## src/rtl/term_uart_tx_sched.sv

```systemverilog
// -----------------------------------------------------------------------------
// term_uart_tx_sched
//
// Shares one 8N1 terminal UART transmitter between NREQ byte requesters.
// In IDLE a round-robin arbiter picks the first requester with req_valid set,
// starting at rr_ptr, and acknowledges it with a one-cycle req_ready pulse.
// The byte is then sent as START, DATA (LSB first), STOP, each bit lasting
// BAUD_DIV clocks, and the FSM returns to IDLE for at least one cycle.
//
// Optional feature (macro TERM_UART_PKT_LOCK_EN): packet lock. Any accepted
// byte other than 8'h0A locks arbitration to its requester until that
// requester sends 8'h0A or stays silent for LOCK_TMO consecutive IDLE cycles.
// With the lock enabled, rr_ptr only advances when a lock is released.
// Without the macro, arbitration is per byte and no lock logic exists.
//
// Ports
//   clk        in   single clock, rising edge
//   rst_n      in   asynchronous active-low reset
//   req_valid  in   [NREQ]     per-requester byte valid
//   req_data   in   [NREQ*8]   per-requester byte, requester i on [8i+7:8i]
//   req_ready  out  [NREQ]     one-hot, combinational acceptance in IDLE
//   uart_tx    out  serial line, idle high
//   busy       out  high during START/DATA/STOP
//   gnt_id     out  [3]        requester of the current / most recent frame
// -----------------------------------------------------------------------------
module term_uart_tx_sched #(
    parameter int NREQ     = 4,
    parameter int BAUD_DIV = 234,
    parameter int LOCK_TMO = 4096
) (
    input  logic              clk,
    input  logic              rst_n,
    input  logic [NREQ-1:0]   req_valid,
    input  logic [NREQ*8-1:0] req_data,
    output logic [NREQ-1:0]   req_ready,
    output logic              uart_tx,
    output logic              busy,
    output logic [2:0]        gnt_id
);

    generate
        if (NREQ < 2 || NREQ > 8 || BAUD_DIV < 2 || LOCK_TMO < 1) begin : g_param_check
            $error("term_uart_tx_sched: parameter out of range");
        end
    endgenerate

    localparam int            BW        = $clog2(BAUD_DIV);
    localparam logic [BW-1:0] BAUD_LAST = BW'(BAUD_DIV - 1);

    typedef enum logic [1:0] {
        IDLE  = 2'd0,
        START = 2'd1,
        DATA  = 2'd2,
        STOP  = 2'd3
    } state_e;

    state_e        state_q;
    logic [BW-1:0] baud_q;
    logic [2:0]    bit_q;
    logic [7:0]    shreg_q;
    logic          tx_q;
    logic          busy_q;
    logic [2:0]    gnt_id_q;
    logic [2:0]    rr_ptr_q;

`ifdef TERM_UART_PKT_LOCK_EN
    localparam int            TW       = $clog2(LOCK_TMO + 1);
    localparam logic [TW-1:0] TMO_LAST = TW'(LOCK_TMO - 1);

    logic          lock_q;
    logic [2:0]    owner_q;
    logic [TW-1:0] tmo_q;
`endif

    logic       grant_vld;
    logic [2:0] grant_idx;
    logic [7:0] grant_byte;

    function automatic logic [2:0] ptr_next(input logic [2:0] p);
        if (p == 3'(NREQ - 1)) return 3'd0;
        return p + 3'd1;
    endfunction

    // Arbiter: scan from rr_ptr; descending loop so the lowest offset wins.
    always_comb begin : arbiter
        logic [3:0] idx;
        logic       scan_en;
        idx       = '0;
        grant_vld = 1'b0;
        grant_idx = '0;
        scan_en   = (state_q == IDLE);
`ifdef TERM_UART_PKT_LOCK_EN
        // A held lock restricts the candidate set to the owner alone.
        if (lock_q) begin
            scan_en = 1'b0;
            for (int i = 0; i < NREQ; i++) begin
                if (state_q == IDLE && owner_q == 3'(i) && req_valid[i]) begin
                    grant_vld = 1'b1;
                    grant_idx = owner_q;
                end
            end
        end
`endif
        for (int k = NREQ - 1; k >= 0; k--) begin
            idx = {1'b0, rr_ptr_q} + 4'(k);
            if (idx >= 4'(NREQ)) idx = idx - 4'(NREQ);
            for (int i = 0; i < NREQ; i++) begin
                if (scan_en && idx == 4'(i) && req_valid[i]) begin
                    grant_vld = 1'b1;
                    grant_idx = 3'(i);
                end
            end
        end
    end

    always_comb begin
        grant_byte = '0;
        for (int i = 0; i < NREQ; i++) begin
            if (grant_idx == 3'(i)) grant_byte = req_data[8*i +: 8];
        end
    end

    always_comb begin
        req_ready = '0;
        for (int i = 0; i < NREQ; i++) begin
            req_ready[i] = grant_vld && (grant_idx == 3'(i));
        end
    end

    // Frame FSM; uart_tx and busy are registered so reset forces them
    // to the idle line state immediately.
    always_ff @(posedge clk or negedge rst_n) begin
        if (!rst_n) begin
            state_q  <= IDLE;
            baud_q   <= '0;
            bit_q    <= '0;
            shreg_q  <= '0;
            tx_q     <= 1'b1;
            busy_q   <= 1'b0;
            gnt_id_q <= '0;
            rr_ptr_q <= '0;
`ifdef TERM_UART_PKT_LOCK_EN
            lock_q   <= 1'b0;
            owner_q  <= '0;
            tmo_q    <= '0;
`endif
        end else begin
            case (state_q)
                IDLE: begin
                    baud_q <= '0;
                    bit_q  <= '0;
                    if (grant_vld) begin
                        shreg_q  <= grant_byte;
                        gnt_id_q <= grant_idx;
                        tx_q     <= 1'b0;
                        busy_q   <= 1'b1;
                        state_q  <= START;
`ifdef TERM_UART_PKT_LOCK_EN
                        tmo_q <= '0;
                        // Line feed ends the packet; nothing else can be
                        // granted during the frame, so releasing now is
                        // equivalent to releasing after it.
                        if (grant_byte == 8'h0A) begin
                            lock_q   <= 1'b0;
                            rr_ptr_q <= ptr_next(grant_idx);
                        end else begin
                            lock_q  <= 1'b1;
                            owner_q <= grant_idx;
                        end
`else
                        rr_ptr_q <= ptr_next(grant_idx);
`endif
                    end
`ifdef TERM_UART_PKT_LOCK_EN
                    else if (lock_q) begin
                        // No grant while locked means the owner is silent.
                        if (tmo_q == TMO_LAST) begin
                            lock_q   <= 1'b0;
                            tmo_q    <= '0;
                            rr_ptr_q <= ptr_next(owner_q);
                        end else begin
                            tmo_q <= tmo_q + TW'(1);
                        end
                    end
`endif
                end
                START: begin
                    if (baud_q == BAUD_LAST) begin
                        baud_q  <= '0;
                        tx_q    <= shreg_q[0];
                        state_q <= DATA;
                    end else begin
                        baud_q <= baud_q + BW'(1);
                    end
                end
                DATA: begin
                    if (baud_q == BAUD_LAST) begin
                        baud_q <= '0;
                        if (bit_q == 3'd7) begin
                            bit_q   <= '0;
                            tx_q    <= 1'b1;
                            state_q <= STOP;
                        end else begin
                            // shreg_q[0] is the bit on the line; shift next in.
                            bit_q   <= bit_q + 3'd1;
                            tx_q    <= shreg_q[1];
                            shreg_q <= shreg_q >> 1;
                        end
                    end else begin
                        baud_q <= baud_q + BW'(1);
                    end
                end
                STOP: begin
                    if (baud_q == BAUD_LAST) begin
                        baud_q  <= '0;
                        busy_q  <= 1'b0;
                        state_q <= IDLE;
                    end else begin
                        baud_q <= baud_q + BW'(1);
                    end
                end
                default: state_q <= IDLE;
            endcase
        end
    end

    assign uart_tx = tx_q;
    assign busy    = busy_q;
    assign gnt_id  = gnt_id_q;

endmodule

```

## config.mk

```make
export PLATFORM = sky130hd
export DESIGN_NAME = term_uart_tx_sched
export DESIGN_NICKNAME = d
export VERILOG_FILES = /design/src/rtl/term_uart_tx_sched.sv
export SDC_FILE = /design/constraint.sdc
export NUM_CORES = 1
export LEC_CHECK = 0
export ABC_CLOCK_PERIOD_IN_PS = 6150
export CORE_AREA = 2 2 71 60
export CTS_BUF_LIST = sky130_fd_sc_hd__clkbuf_8
export CTS_CLUSTER_DIAMETER = 100
export CTS_CLUSTER_SIZE = 10
export DETAILED_ROUTE_END_ITERATION = 10
export DIE_AREA = 0 0 73 62
export PLACE_DENSITY = 0.81
export SLEW_MARGIN = 10
export SYNTH_ARGS = -nofsm -noshare
export SYNTH_HDL_FRONTEND = slang
export SYNTH_SLANG_ARGS = --single-unit
```

## constraint.sdc

```tcl
create_clock -name clk -period 6.15 [get_ports clk]
set_clock_uncertainty 0.2 [all_clocks]
set_input_delay 0.9225 -clock clk [delete_from_list [all_inputs] [get_ports clk]]
set_output_delay 0.9225 -clock clk [all_outputs]
set_load 0.005 [all_outputs]
```

==> metrics.md, run 1 <==
| Metric | Value |
|---|---|
| Pre-antenna DRT Iters | 5 |
| Flop2flop setup slack | 2470 ps |
| CTS Sinks | 27 |
| CP endpoint kind | primary output |
| # fillers | ~340 |
| Minimum clock period | 4712 ps |
| Clock Tree Buf Depth | 2 |
| Max-cap violations | 0 |
| Total wire length | 4419 µm |
| Max VDD drop | 0.1801 mV |
| Total grt overflow | 0 |
| Number of synthesized flops with an enable pin | 0 |
| Initial antenna violation count | 0 |
| Final TNS setup | 0 ps |
| Synth Register Bits | 27 |
| Worst slew pin tran | 817.5 ps |
| Arrival time worst endpoint | 3590 ps |
| # diodes | 0 |
| Avg Vias per Cell | around 5.6 |
| Htree depth | 1 |
| CTS buffer count | 3 |
| Final critical-path share of the clock period | 76.62% |
| Post-CTS setup buffers | 0 |
| CTS tree | done |
| CP Launch Type | input pin |
| Final setup fails | 0 |
| Synth-to-Final Area Change | 24.60% |
| Die height | 62 µm |
| Clock transition at path regs | 100 ps |
| Proportion of layout cells with a drive suffix above 1 | 8.333% |
| RSZ-0062 raised after global routing | false |
| CTS Root Cell | clkbuf_8 |
| Critical-path maximum fanout | 17 |
| Placer Congestion | 0.8766 |
| Req. time, crit path | 5030 ps |
| Fin area | 2547 µm² |
| IO Count | 47 |
| Main flop type after synthesis | dfrtp_1 |
| Final Hold Viols | 0 |
| Dpl hpwl | 3422 µm |
| Distinct cell type count after synthesis | 49 |
| Status | finished, final reports clean |
| Drt initial violations | 55 |
| Slew Limit Fails | 0 |
| Insertion delay to the later sink of the worst-skew pair | roughly 280 ps |
| Worst setup path class | input pin to primary output |
| Port Buffers | 45 |
| Worst min-delay path category | flip-flop to flip-flop |
| Async S/R FF share, synth | 100.0% |
| Fmax | 0.2122 GHz |
| Die W | 73 µm |
| Pwr dens | 397.6 nW/µm² |
| Vias in the first global route | 1,631 |
| Site Rows | 21 |
| Leak | around 0.0011 µW |
| Pin count of the biggest net entering global routing | 28 |
| Synth warnings | 0 |
| Synthesized cell area | 2044 µm² |
| Residual DRC | 0 |
| Fin nets | 330 |
| Sequential share of the synthesized area | between 30% and 40% |
| Overall routing resource usage | 20.47% |
| First-pass GRT wire length | 7279 µm |
| Initial core utilization | 52.22% |
| Post-DRT Antenna Nets | 0 |
| WL per Instance | 13.72 µm |
| Slew headroom | 45.50% |
| Cells after synthesis | 240 |
| Syn Area/Cell | 8.519 µm² |
| Hold_ws | between 200 and 300 ps |
| Die area | 4526 µm² |
| Dpl cell area | 2499 µm² |
| Post-CTS sizing | 0 |
| Total number of vias | about 1,800 |
| Total Power | 1013 µW |
| Core ar. | 3915 µm² |
| Post-CTS Hold Buffers | 0 |
-- Yosys cell counts, types with 2 or more instances --
library cell   n  area, µm²
nand2b_1       6      37.54
a22oi_1        6      45.04
xor2_1         4      35.03
a21oi_1       26      130.1
conb_1         2      7.510
nor2b_1        6      37.54
inv_1         18      67.56
o21ai_0       16      80.08
nand2_1       29      108.9
nand3_1        7      35.03
a221oi_1       2      17.52
nor3_1         2      10.01
buf_4          2      15.01
nand4_1        2      12.51
nand4b_1       2      17.52
o21a_1         2      15.01
a211oi_1       3      22.52
a211o_1        2      17.52
o31ai_1        4      30.03
mux2_2        10      112.6
clkbuf_1      11      41.29
ha_1          15      187.7
o22a_1         2      17.52
dfrtp_1       26      650.6
nor2_1        11      41.29
-- sequential cells by signal, summed over array words and instances, names as in the netlist --
register  count
baud_q        8
shreg_q       8
bit_q         3
gnt_id        2
rr_ptr_q      2
state_q       2
busy          1
uart_tx       1
-- through the flow --
step,instances,utilization (%),worst slack (ps)
5_1_grt,322,65.07,1258
3_3_place_gp,318,63.82,1550
6_report,322,65.07,1438
3_5_place_dp,318,63.82,1475
4_1_cts,322,65.07,1466
2_1_floorplan,241,-,2336
-- power by group --
group	switching, µW	internal (µW)
Clock	58.8	46.1
Sequential	55.5	238
Combinational	320	294
-- path summary, 6_finish.rpt --
kind / start / depth (start not counted) / to
max: req_valid[1] / 8 / req_ready[1]
min: gnt_id[0]$_DFFE_PN0P_ / 1 / gnt_id[0]$_DFFE_PN0P_
max reg2reg: rr_ptr_q[1]$_DFFE_PN0P_ / 13 / shreg_q[6]$_DFFE_PN0P_
min reg2reg: gnt_id[0]$_DFFE_PN0P_ / 1 / gnt_id[0]$_DFFE_PN0P_
max in group asynchronous: rst_n / 2 / uart_tx$_DFFE_PN1P_
min in group asynchronous: rst_n / 2 / busy$_DFFE_PN0P_
-- metal layers --
metal	wire, µm	up-vias	track usage, %
met2	2140	26	34.62
met3	106	4	4.355
met1	2150	861	28.00
met5	0	-	0
met4	21	0	2.910
li1	-	914	-
-- cells in the final DEF, fill, tap and decap left out, drive strengths merged, types with 2 or more instances in the layout --
cell type and n:
clkbuf 3, nand2 30, nor2 11, nand3 7, o21a 2, conb 3
a211oi 4, dfrtp 26, nor3 2, a22oi 6, a221oi 2, mux2 10
mux2i 2, o22a 2, o31ai 4, xor2 4, a21oi 26, o21ai 16
clkdlybuf4s50 45, nand4b 2, a211o 2, ha 15, inv 18, nand2b 6
nand4 2, nor2b 6
-- cell families (layout without fill, tap and decap cells) --
| logic type | after synthesis | after routing | synth area share [%] |
|---|---|---|---|
| flip-flops | 27 | 27 | 33.11 |
| AO/OA/AOI/OAI | 72 | 72 | 23.44 |
| AND/OR/NAND/NOR | 74 | 74 | 18.61 |
| other | 2 | 3 | 0.3673 |
| XOR/XNOR | 5 | 5 | 2.142 |
| multiplexers | 12 | 12 | 6.671 |
| buffers and inverters | 33 | 68 | 6.486 |
| adder cells (fa/ha/maj) | 15 | 15 | 9.180 |
-- worst max-delay path, cell delays in order --
cell	delay, ps
clkdlybuf4s50_1	650
nand2_1	110
a211o_1	320
a32oi_1	150
o21a_1	200
ha_1	460
nor2b_1	220
clkdlybuf4s50_1	540
-- cell type report --
class / instances / area [µm²] / share of cell area (%)
multi-input cells: 181 / 1239 / 48.62
flip-flops and latches: 27 / 676.9 / 26.57
repair buffers: 46 / 457.9 / 17.98
inverters: 18 / 67.56 / 2.652
well taps: 46 / 57.56 / 2.259
clock buffers: 3 / 41.29 / 1.621
clock inverters: 1 / 7.507 / 0.2947
No activity file was read; power rests on OpenSTA's default activity.
==> inputs of run 2 (changes only) <==
Settings changed: ABC_CLOCK_PERIOD_IN_PS 6150 to 4200, CORE_AREA 2 2 71 60 to 2 2 77 64, DIE_AREA 0 0 73 62 to 0 0 79 66, PLACE_DENSITY 0.81 to 0.74.
Clock period 6.15 ns to 4.2 ns, I/O delays scaled along.
==> metrics.md, run 2 (synthesis results as in run 1) <==
| Metric | Value |
|---|---|
| Final Hold Viols | 0 (unchanged) |
| Pre-antenna DRT Iters | 4 (-1) |
| Leak | 0.001129 µW (+2.6%) |
| Clock transition at path regs | 100 ps (about the same) |
| Max-cap violations | 0 (unchanged) |
| IO Count | 47 (unchanged) |
| Fin nets | 335 (+1.5%) |
| Commonest cells after routing, fill and taps aside | 45 x clkdlybuf4s50_1, 29 x nand2_1, 26 x a21oi_1 |
| Total grt overflow | 0 (unchanged) |
| Htree depth | 1 (unchanged) |
| WL per Instance | 13.13 µm (-4.3%) |
| Worst setup path class | flip-flop to primary output |
| Arrival time worst endpoint | 3070 ps (-520 ps) |
| Final setup fails | 0 (unchanged) |
| Core ar. | 4459 µm² (+14%) |
| Slowest stage delay, CP | 540 ps (-110 ps) |
| Die height | 66 µm (+6.5%) |
| Max VDD drop | 0.2451 mV (+36%) |
| Slew headroom | 47.67% (+2.2 points) |
| Status | finished, final reports clean |
| Synth-to-Final Area Change | 27.42% |
| Total wire length | 4477 µm (+1.3%) |
| Vias in the first global route | 1,787 (+9.6%) |
| Overall routing resource usage | 18.42% (-2.0 points) |
| Site Rows | 22 (+4.8%) |
| Hold_ws | 283.3 ps (-1.424 ps) |
| First-pass GRT wire length | 7803 µm (+7.2%) |
| Final TNS setup | 0 ps (unchanged) |
| Slew Limit Fails | 0 (unchanged) |
| # diodes | 0 (unchanged) |
| Initial antenna violation count | 0 (unchanged) |
| Fmax | between 0.2 and 0.3 GHz |
| Final Util | 58.42% (-6.7 points) |
| Final setup margin | 296.7 ps (-1141 ps) |
| Clock Tree Buf Depth | 2 (unchanged) |
| CTS Sinks | 27 (unchanged) |
| Pwr dens | 576.3 nW/µm² (+45%) |
| Die area | 5214 µm² (+15%) |
| Minimum clock period | 3903 ps |
| Worst slew pin tran | 785.0 ps (-32.48 ps) |
| Crit-path cells | nand2_2 -> ha_1 -> nor2b_1 -> nor3_1 -> o31ai_1 -> and2_1 -> inv_1 -> ha_1 -> nor2b_1 -> clkdlybuf4s50_1 |
| Insertion delay to the later sink of the worst-skew pair | 280 ps (about the same) |
| Crit-path leading delay family | simple AND/OR/NAND/NOR gates |
| Proportion of layout cells with a drive suffix above 1 | 10.32% (+2.0 points) |
| Residual DRC | 0 (unchanged) |
| Pin count of the biggest net entering global routing | 28 (unchanged) |
| Worst R2R Path Depth | 14 (+1) |
| CP endpoint kind | primary output |
| Most common cell after layout, fill and taps aside | clkdlybuf4s50_1 |
| CTS Root Cell | clkbuf_8 |
| Worst min-delay path category | flip-flop to flip-flop |
| Dpl hpwl | 3554 µm (+3.9%) |
| Critical-path maximum fanout | 11 (-6) |
| WHS Path Cells | 1 (unchanged) |
| Placer Congestion | 0.8498 (-3.1%) |
| Port Buffers | 45 (unchanged) |
| Avg Vias per Cell | 5.393 (-3.8%) |
| Post-DRT Antenna Nets | 0 (unchanged) |
| Largest regs | baud_q x8, shreg_q x8, bit_q x3 |
| Total number of vias | 1,839 (+1.9%) |
| CTS buffer count | 3 (unchanged) |
| Final critical-path share of the clock period | 92.94% |
| CTS tree | done |
| Place WS | 362.6 ps (-1112 ps) |
| RSZ-0062 raised after global routing | false |
| Drt initial violations | 59 (+7.3%) |
| Die W | 79 µm (+8.2%) |
| Req. time, crit path | 3370 ps (-1660 ps) |
| Worst Path Buf+Inv | 2 (unchanged) |
| CP Depth | 10 (+2) |
| CP Launch Type | flip-flop |
| Slowest CP cell | dfrtp_1 |
| Initial core utilization | 45.85% (-6.4 points) |
## run 2: layout make-up
type                       count  area, µm²
timing repair buffer          51      495.5
clock inverter                 1      8.758
tap                           60      75.07
fill                         421       1854
clock buffer                   3      41.29
sequential                    27      678.2
inverter                      18      67.56
multi-input combinational    181       1239
## run 2: final timing paths
path / startpoint / to / slack [ps]
worst min register to register: gnt_id[0]$_DFFE_PN0P_ / gnt_id[0]$_DFFE_PN0P_ / 280
min in group asynchronous: rst_n / baud_q[1]$_DFF_PN0_ / 520
worst min-delay path: gnt_id[0]$_DFFE_PN0P_ / gnt_id[0]$_DFFE_PN0P_ / 280
worst max-delay path: rr_ptr_q[0]$_DFFE_PN0P_ / req_ready[0] / 300
max in group asynchronous: rst_n / uart_tx$_DFFE_PN1P_ / 2960
worst max register to register: rr_ptr_q[0]$_DFFE_PN0P_ / shreg_q[6]$_DFFE_PN0P_ / 890
## run 2: per-stage QoR
step	total power [µW]	std cells	cell area, µm²
after global placement	1333	337	2554
after floorplan	1103	241	2048
after global routing	1655	341	2605
after CTS	1515	341	2604
final	1501	341	2605
after detailed placement	1354	337	2554
## run 2: layer usage
metal / GRT usage [%] / share of wire (%) / wire, µm / vias to the layer above
met1: 24.16 / 47 / 2122 / 888
met2: 32.84 / 49 / 2181 / 34
met4: 3.879 / 0.69 / 31 / 0
met3: 2.186 / 3.2 / 143 / 4
met5: 0 / 0 / 0 / -
li1: - / - / - / 913
## run 2: worst reg2reg max path, stage by stage, from the launching register on
cell      delay, ps
dfrtp_1         500
nand2_2         150
ha_1            200
nor2b_1         190
nor3_1          100
o31ai_1         280
and2_1          240
inv_1            90
ha_1            220
buf_4           200
a21oi_1         110
o21ai_0         110
a221oi_1        250
a21oi_1          80
mux2_2          290
## run 2: what timing repair did
item,4_1_cts,5_1_grt
setup endpoints to repair,0,1
setup buffers,0,0
resized for setup,0,1
hold buffers,0,0
## run 2: report_power, final
part / internal [µW] / switching, µW / total [µW]
Clock: 69.7 / 88.6 / 158
Sequential: 349 / 80.9 / 430
Combinational: 449 / 463 / 912
